$ cat config.mk
export PLATFORM = sky130hd
export DESIGN_NAME = atm_bill_dispenser
export DESIGN_NICKNAME = d
export VERILOG_FILES = /design/src/rtl/atm_bill_dispenser.sv
export SDC_FILE = /design/constraint.sdc
export NUM_CORES = 1
export LEC_CHECK = 0
export ABC_CLOCK_PERIOD_IN_PS = 3300
export BUFFER_PORTS_ARGS = -buffer_cell sky130_fd_sc_hd__buf_2
export CORE_MARGIN = 2
export CORE_UTILIZATION = 45
export DETAILED_ROUTE_END_ITERATION = 10
export PLACE_DENSITY = 0.68
export SLEW_MARGIN = 15
export SYNTH_ARGS = -nofsm -noshare
export SYNTH_HDL_FRONTEND = slang
export SYNTH_SLANG_ARGS = --single-unit
$ cat constraint.sdc
create_clock -name clock -period 3.3 [get_ports clock]
set_clock_uncertainty 0.15 [all_clocks]
set_input_delay 0.495 -clock clock [delete_from_list [all_inputs] [get_ports clock]]
set_output_delay 0.495 -clock clock [all_outputs]
set_load 0.02 [all_outputs]
$ cat src/rtl/atm_bill_dispenser.sv
// Bill dispenser responder: feeds one bill per accepted request, waits for the exit sensor, owns the stock count.
// Optional macro ATM_BILL_DISPENSER_SENSE_FILTER_EN adds a synchronizer plus a 2-high qualifier on bill_sense.
module atm_bill_dispenser #(
  parameter int STOCK_W       = 3,
  parameter int STOCK_MAX     = 7,
  parameter int MOTOR_CYCLES  = 4,
  parameter int SENSE_TIMEOUT = 8,
  parameter int CNT_W         = 4
) (
  input  logic               clock,
  input  logic               reset,
  input  logic               req,
  input  logic               refill,
  input  logic [STOCK_W-1:0] refill_val,
  input  logic               bill_sense,
  input  logic               fault_clr,
  output logic               motor,
  output logic               busy,
  output logic               ack,
  output logic               nack,
  output logic               fault,
  output logic               empty,
  output logic [STOCK_W-1:0] stock
);

  typedef enum logic [2:0] {
    IDLE, FEED, WAIT_SENSE, DONE, REJECT, FAULT
  } state_e;

  localparam logic [STOCK_W-1:0] SMAX     = STOCK_W'(STOCK_MAX);
  localparam logic [CNT_W-1:0]   MOT_LAST = CNT_W'(MOTOR_CYCLES - 1);
  localparam logic [CNT_W-1:0]   SNS_LAST = CNT_W'(SENSE_TIMEOUT - 1);

  state_e             state_q;
  logic [STOCK_W-1:0] stock_q;
  logic [CNT_W-1:0]   timer_q;
  logic               motor_q, ack_q, nack_q;
  logic               sense_ok;

`ifdef ATM_BILL_DISPENSER_SENSE_FILTER_EN
  // [0],[1] synchronizer, [2] previous synchronized sample for the 2-high qualifier
  logic [2:0] sync_q;
  always_ff @(posedge clock or posedge reset) begin
    if (reset) sync_q <= '0;
    else       sync_q <= {sync_q[1:0], bill_sense};
  end
  assign sense_ok = sync_q[1] & sync_q[2];
`else
  assign sense_ok = bill_sense;
`endif

  always_ff @(posedge clock or posedge reset) begin
    if (reset) begin
      state_q <= IDLE;
      stock_q <= SMAX;
      timer_q <= '0;
      motor_q <= 1'b0;
      ack_q   <= 1'b0;
      nack_q  <= 1'b0;
    end else begin
      ack_q  <= 1'b0;
      nack_q <= 1'b0;
      case (state_q)
        IDLE: begin
          // refill has priority; a coincident req is dropped silently
          if (refill) begin
            stock_q <= (refill_val > SMAX) ? SMAX : refill_val;
          end else if (req && stock_q == '0) begin
            state_q <= REJECT;
            nack_q  <= 1'b1;
          end else if (req) begin
            state_q <= FEED;
            timer_q <= '0;
            motor_q <= 1'b1;
          end
        end
        FEED: begin
          if (timer_q == MOT_LAST) begin
            state_q <= WAIT_SENSE;
            timer_q <= '0;
            motor_q <= 1'b0;
          end else begin
            timer_q <= timer_q + CNT_W'(1);
          end
        end
        WAIT_SENSE: begin
          // sense on the last timeout cycle still wins over the fault
          if (sense_ok) begin
            state_q <= DONE;
            stock_q <= stock_q - STOCK_W'(1);
            ack_q   <= 1'b1;
          end else if (timer_q == SNS_LAST) begin
            state_q <= FAULT;
          end else begin
            timer_q <= timer_q + CNT_W'(1);
          end
        end
        DONE, REJECT: state_q <= IDLE;
        FAULT: if (fault_clr) state_q <= IDLE;
        default: state_q <= IDLE;
      endcase
    end
  end

  assign motor = motor_q;
  assign ack   = ack_q;
  assign nack  = nack_q;
  assign busy  = (state_q != IDLE);
  assign fault = (state_q == FAULT);
  assign empty = (stock_q == '0);
  assign stock = stock_q;

endmodule

# Word-level counts from Yosys, hierarchy flattened
# Index checks and enable logic that the tools add are counted.
[op_classes]
n_reduce_logical = 11
magnitude_cmp = 1
n_addsub = 2
eq_ne = 16
n_mux = 29
[op_table]
columns = ["operator", "n"]
rows = [
  ["$mux 3", 10],
  ["$mux 4", 6],
  ["$ne 2x2->1 const B", 9],
  ["$pmux 3 s4", 1],
  ["$pmux 4 s3", 1],
  ["$reduce_and 5->1", 2],
  ["$mux 1", 9],
  ["$logic_not 3->1", 2],
  ["$ne 3x3->1 const B", 2],
  ["$pmux 3 s2", 1],
  ["$reduce_and 6->1", 1],
  ["$reduce_bool 3->1", 2],
  ["$add 4x1->4 const B", 1],
  ["$eq 4x2->1 const B", 1],
  ["$eq 4x3->1 const B", 1],
  ["$reduce_bool 2->1", 2],
  ["$eq 3x1->1 const B", 1],
  ["$eq 3x2->1 const B", 1],
  ["$eq 3x3->1 const B", 1],
  ["$gt 3x3->1 const B", 1],
  ["$reduce_and 3->1", 1],
  ["$sub 3x1->3 const B", 1],
  ["$pmux 1 s2", 1],
  ["$logic_and 1x1->1", 1],
]
[word_totals]
reg_bits = 13
in_bits = 9
output_inout_bits = 9

# Longest topological paths before layout
[logic_depth]
word_depth = 5
mapped_depth = 7

# Worst setup path after synthesis
# Ideal clock, no wire load.
[synth_path]
path_type = "reg-to-reg"
from = "reg stock_q[0], in the netlist stock[0]"
to = "reg timer_q[1]"
stages_incl_launch_ff = 8
setup_slack_ns = 1.204
setup_time_ns = 0.120
arrival_time_ns = 1.826
cell_sequence = "dfstp_2 > inv_1 > ha_1 > nand2b_1 > inv_1 > a311oi_4 > a21boi_1 > a41o_2"
[synth_via]
elab_chain_cells = 4
[synth_lines]
columns = ["element", "line_no", "text"]
rows = [
  ["start, declared", "35", "logic [STOCK_W-1:0] stock_q;"],
  ["start signal, assigned", "67", "stock_q <= (refill_val > SMAX) ? SMAX : refill_val;"],
  ["start signal, assigned", "90", "stock_q <= stock_q - STOCK_W'(1);"],
  ["$logic_not 3->1", "-", ""],
  ["net empty", "22", "output logic empty,"],
  ["$logic_and 1x1->1", "68", "end else if (req && stock_q == '0) begin"],
  ["$ne 2x2->1 (no source line)", "-", ""],
  ["$reduce_and 6->1 (no source line)", "-", ""],
  ["end signal, assigned", "83", "timer_q <= timer_q + CNT_W'(1);"],
  ["end signal, assigned", "95", "timer_q <= timer_q + CNT_W'(1);"],
  ["end, declared", "36", "logic [CNT_W-1:0] timer_q;"],
]
# The timed path passes the listed nets, and every way through them passes these cells.
# A chain may end at the register's enable or synchronous reset.

# Final worst setup path
[layout_path]
from = "reg state_q[2]"
to = "out busy"
[layout_via]
elab_chain_cells = 1
[layout_lines]
columns = ["element", "line_no", "text"]
rows = [
  ["start, declared", "34", "state_e state_q;"],
  ["start signal, assigned", "54", "state_q <= IDLE;"],
  ["start signal, assigned", "69", "state_q <= REJECT;"],
  ["start signal, assigned", "72", "state_q <= FEED;"],
  ["$reduce_bool 3->1", "108", "assign busy = (state_q != IDLE);"],
  ["end, declared", "18", "output logic busy,"],
]
# No other way between the ends.

==> metrics.yaml <==
synth_edf_count: 0
grt_pass1_vias: 634
ys_seq_area_share_pct: 38.1
yosys-top-cells-area: "dfrtp_1 (29%), dfstp_2 (9.1%), ha_1 (4.3%), mux2i_1 (3.5%), inv_1 (3.5%)"
critPathLaunchType: "flip-flop"
hpwlAfterDp_mm: 1.28
ys_ff_latch: 13
critPathKind: "flip-flop to output port"
power_density_nw_per_um2: 824
antenna_found_initial: 0
slew_viol_final: 0
cts_tree: "built"
regArea_sq_um: 329
cp_slowest_cell: "dfrtp_1"
timing.fmax_ghz: 0.445
avgSynthCellArea_sq_um: 9.82
die_w_um: 47.8
grtUsageTotal_pct: 17.4
syn-cell-area_sq_um: 865
worst_pin_slew_ns: 0.574
tns_ns: 0
vias: 706
drv_cap: 0
synth.top_cell.area_share_pct: 28.9
fill_cells: 177
io_buffers: 17
place_congestion: 0.801
htree_levels: 1
clk_pin_slew_ns: 0.08
grt_max_degree: 14
async_flop_share_pct: 100
core_area_sq_um: 1760
rows: 15
grt_pass1_wl_mm: 2.75
post_cts_resized: 0
relSlewSlack_pct: 61.4
wl_per_cell_um: 12.9
fp.dieArea_sq_um: 2290
rsz0062_at_grt: "no"
final_nets: 118
clockBufferDepth: 2
initial_core_util_pct: 49.0
antenna_left: 0
end_kind: "output port"
synth_cell_types: 39
timing.critical_path.slowest_cell_delay_ns: 0.55
insertion_delay_ns: 0.27
hold_path.class: "input pin to async pin"
drc_errors: 0
syn_inst: 88
postCtsHoldBufs: 0
drt_iter0_drc: 6
fin_crit_sh_pct: 68.2
leakagePower_nw: 0.459
synth_warnings: 0
cts_root_buf: "clkbuf_4"
synth_most_common_cell: "dfrtp_1"
peakVddDrop_v: 0.000342
run_status: "completed"
critical_path_required_ns: 2.65
firstDrtPassIters: 4
cts_sinks: 13
overflow: 0
setup_viol: 0
area_delta_synth_final_pct: 12.9
synthTopCellsByCount: "dfrtp_1 (10), inv_1 (8), nand2_1 (7)"
drive_gt1_share_pct: 33.3
num_io_pins: 18
path_cells: "nor3_1 > inv_1 > buf_2"
die_y_um: 47.8
crit_arrival_ns: 1.60
avgViaCountPerCell: 5.43
total_power_w: 0.000804
cts_setup_buffers: 0
cts_buffers: 3
syn_nets: 100
yosysTopAreaCell: "dfrtp_1"
synth_flop_cell: "dfrtp_1"
fin_crit_ns: 2.25
wl_mm: 1.68
antenna_cells: 0
hold_viol: 0
critPathMaxFanout: 12
multiInputGateArea_sq_um: 474
==> worst max-delay path: cells and delay by family (launching register included) <==
kind                   cells  cell delay (ns)
buffers and inverters      2             0.25
DFF                        1             0.55
and+or+nand+nor            1             0.52
==> power by group <==
group | switching (W) | internal [W]
sequential | 0.0000781 | 0.000229
combinational | 0.000227 | 0.000169
clock | 0.0000540 | 0.0000468
total | 0.000359 | 0.000445
==> path summary, 6_finish.rpt <==
path / from / slack [ns] / end / cells after the start
worst max register to register: stock[0] / 1.23 / timer_q[2] / 7
max in group asynchronous: reset / 2.55 / stock[0] / 2
worst max-delay path: state_q[2] / 1.05 / busy / 3
worst min register to register: timer_q[0] / 0.37 / timer_q[0] / 1
worst min-delay path: reset / 0.09 / motor / 2
min in group clock: fault_clr / 0.26 / state_q[2] / 2
==> layout by cell type (no fill, tap or decap), types with 2 or more instances in the layout <==
master / n
a21bo_2: 2
a21oi_1: 5
buf_2: 17
clkbuf_4: 3
dfrtp_1: 10
dfstp_2: 3
ha_1: 3
inv_1: 8
mux2i_1: 3
nand2_1: 7
nand2b_1: 2
nand3_1: 5
nor2_1: 5
nor2b_1: 2
nor3b_1: 2
o21ai_0: 4
o32ai_1: 2
==> metal layers <==
| metal | GRT usage [%] | share of wire (%) |
|---|---|---|
| met5 | 0 | 0 |
| met2 | 27.7 | 49 |
| met1 | 21.3 | 47 |
| met3 | 4.91 | 3.2 |
| met4 | 9.19 | 0.83 |
==> through the flow <==
stage / utilization, % / instances / hold slack [ns] / area, sq um / worst slack (ns)
after global placement: 53.8 / 126 / 0.353 / 950 / 1.29
after floorplan: - / 88 / 0.220 / 865 / 1.20
after global routing: 55.3 / 130 / 0.111 / 976 / 0.913
after detailed placement: 53.8 / 126 / 0.357 / 950 / 1.24
final: 55.3 / 130 / 0.0867 / 976 / 1.05
after CTS: 55.3 / 130 / 0.0912 / 976 / 1.06
==> area by class of cell <==
cell class	count	share of cell area, %
multi-input combinational	63	48.6
sequential	13	33.7
timing repair buffer	17	8.72
tap	25	3.21
inverter	8	3.08
clock buffer	4	2.69
==> sequential cells by signal (all words and copies together), names as in the netlist <==
register	count
stock	3
nack	1
state_q	3
ack	1
motor	1
timer_q	4
==> cell families (layout without fill, tap and decap cells) <==
kind of cell,after synthesis,after routing,synth area share [%]
AO/OA/AOI/OAI,23,23,23.7
adder cells (fa/ha/maj),3,3,4.34
buffers and inverters,12,29,7.09
flip-flops,13,13,38.1
multiplexers,4,4,4.78
AND/OR/NAND/NOR,33,33,22.0
Power figures use the tool's default switching activity.
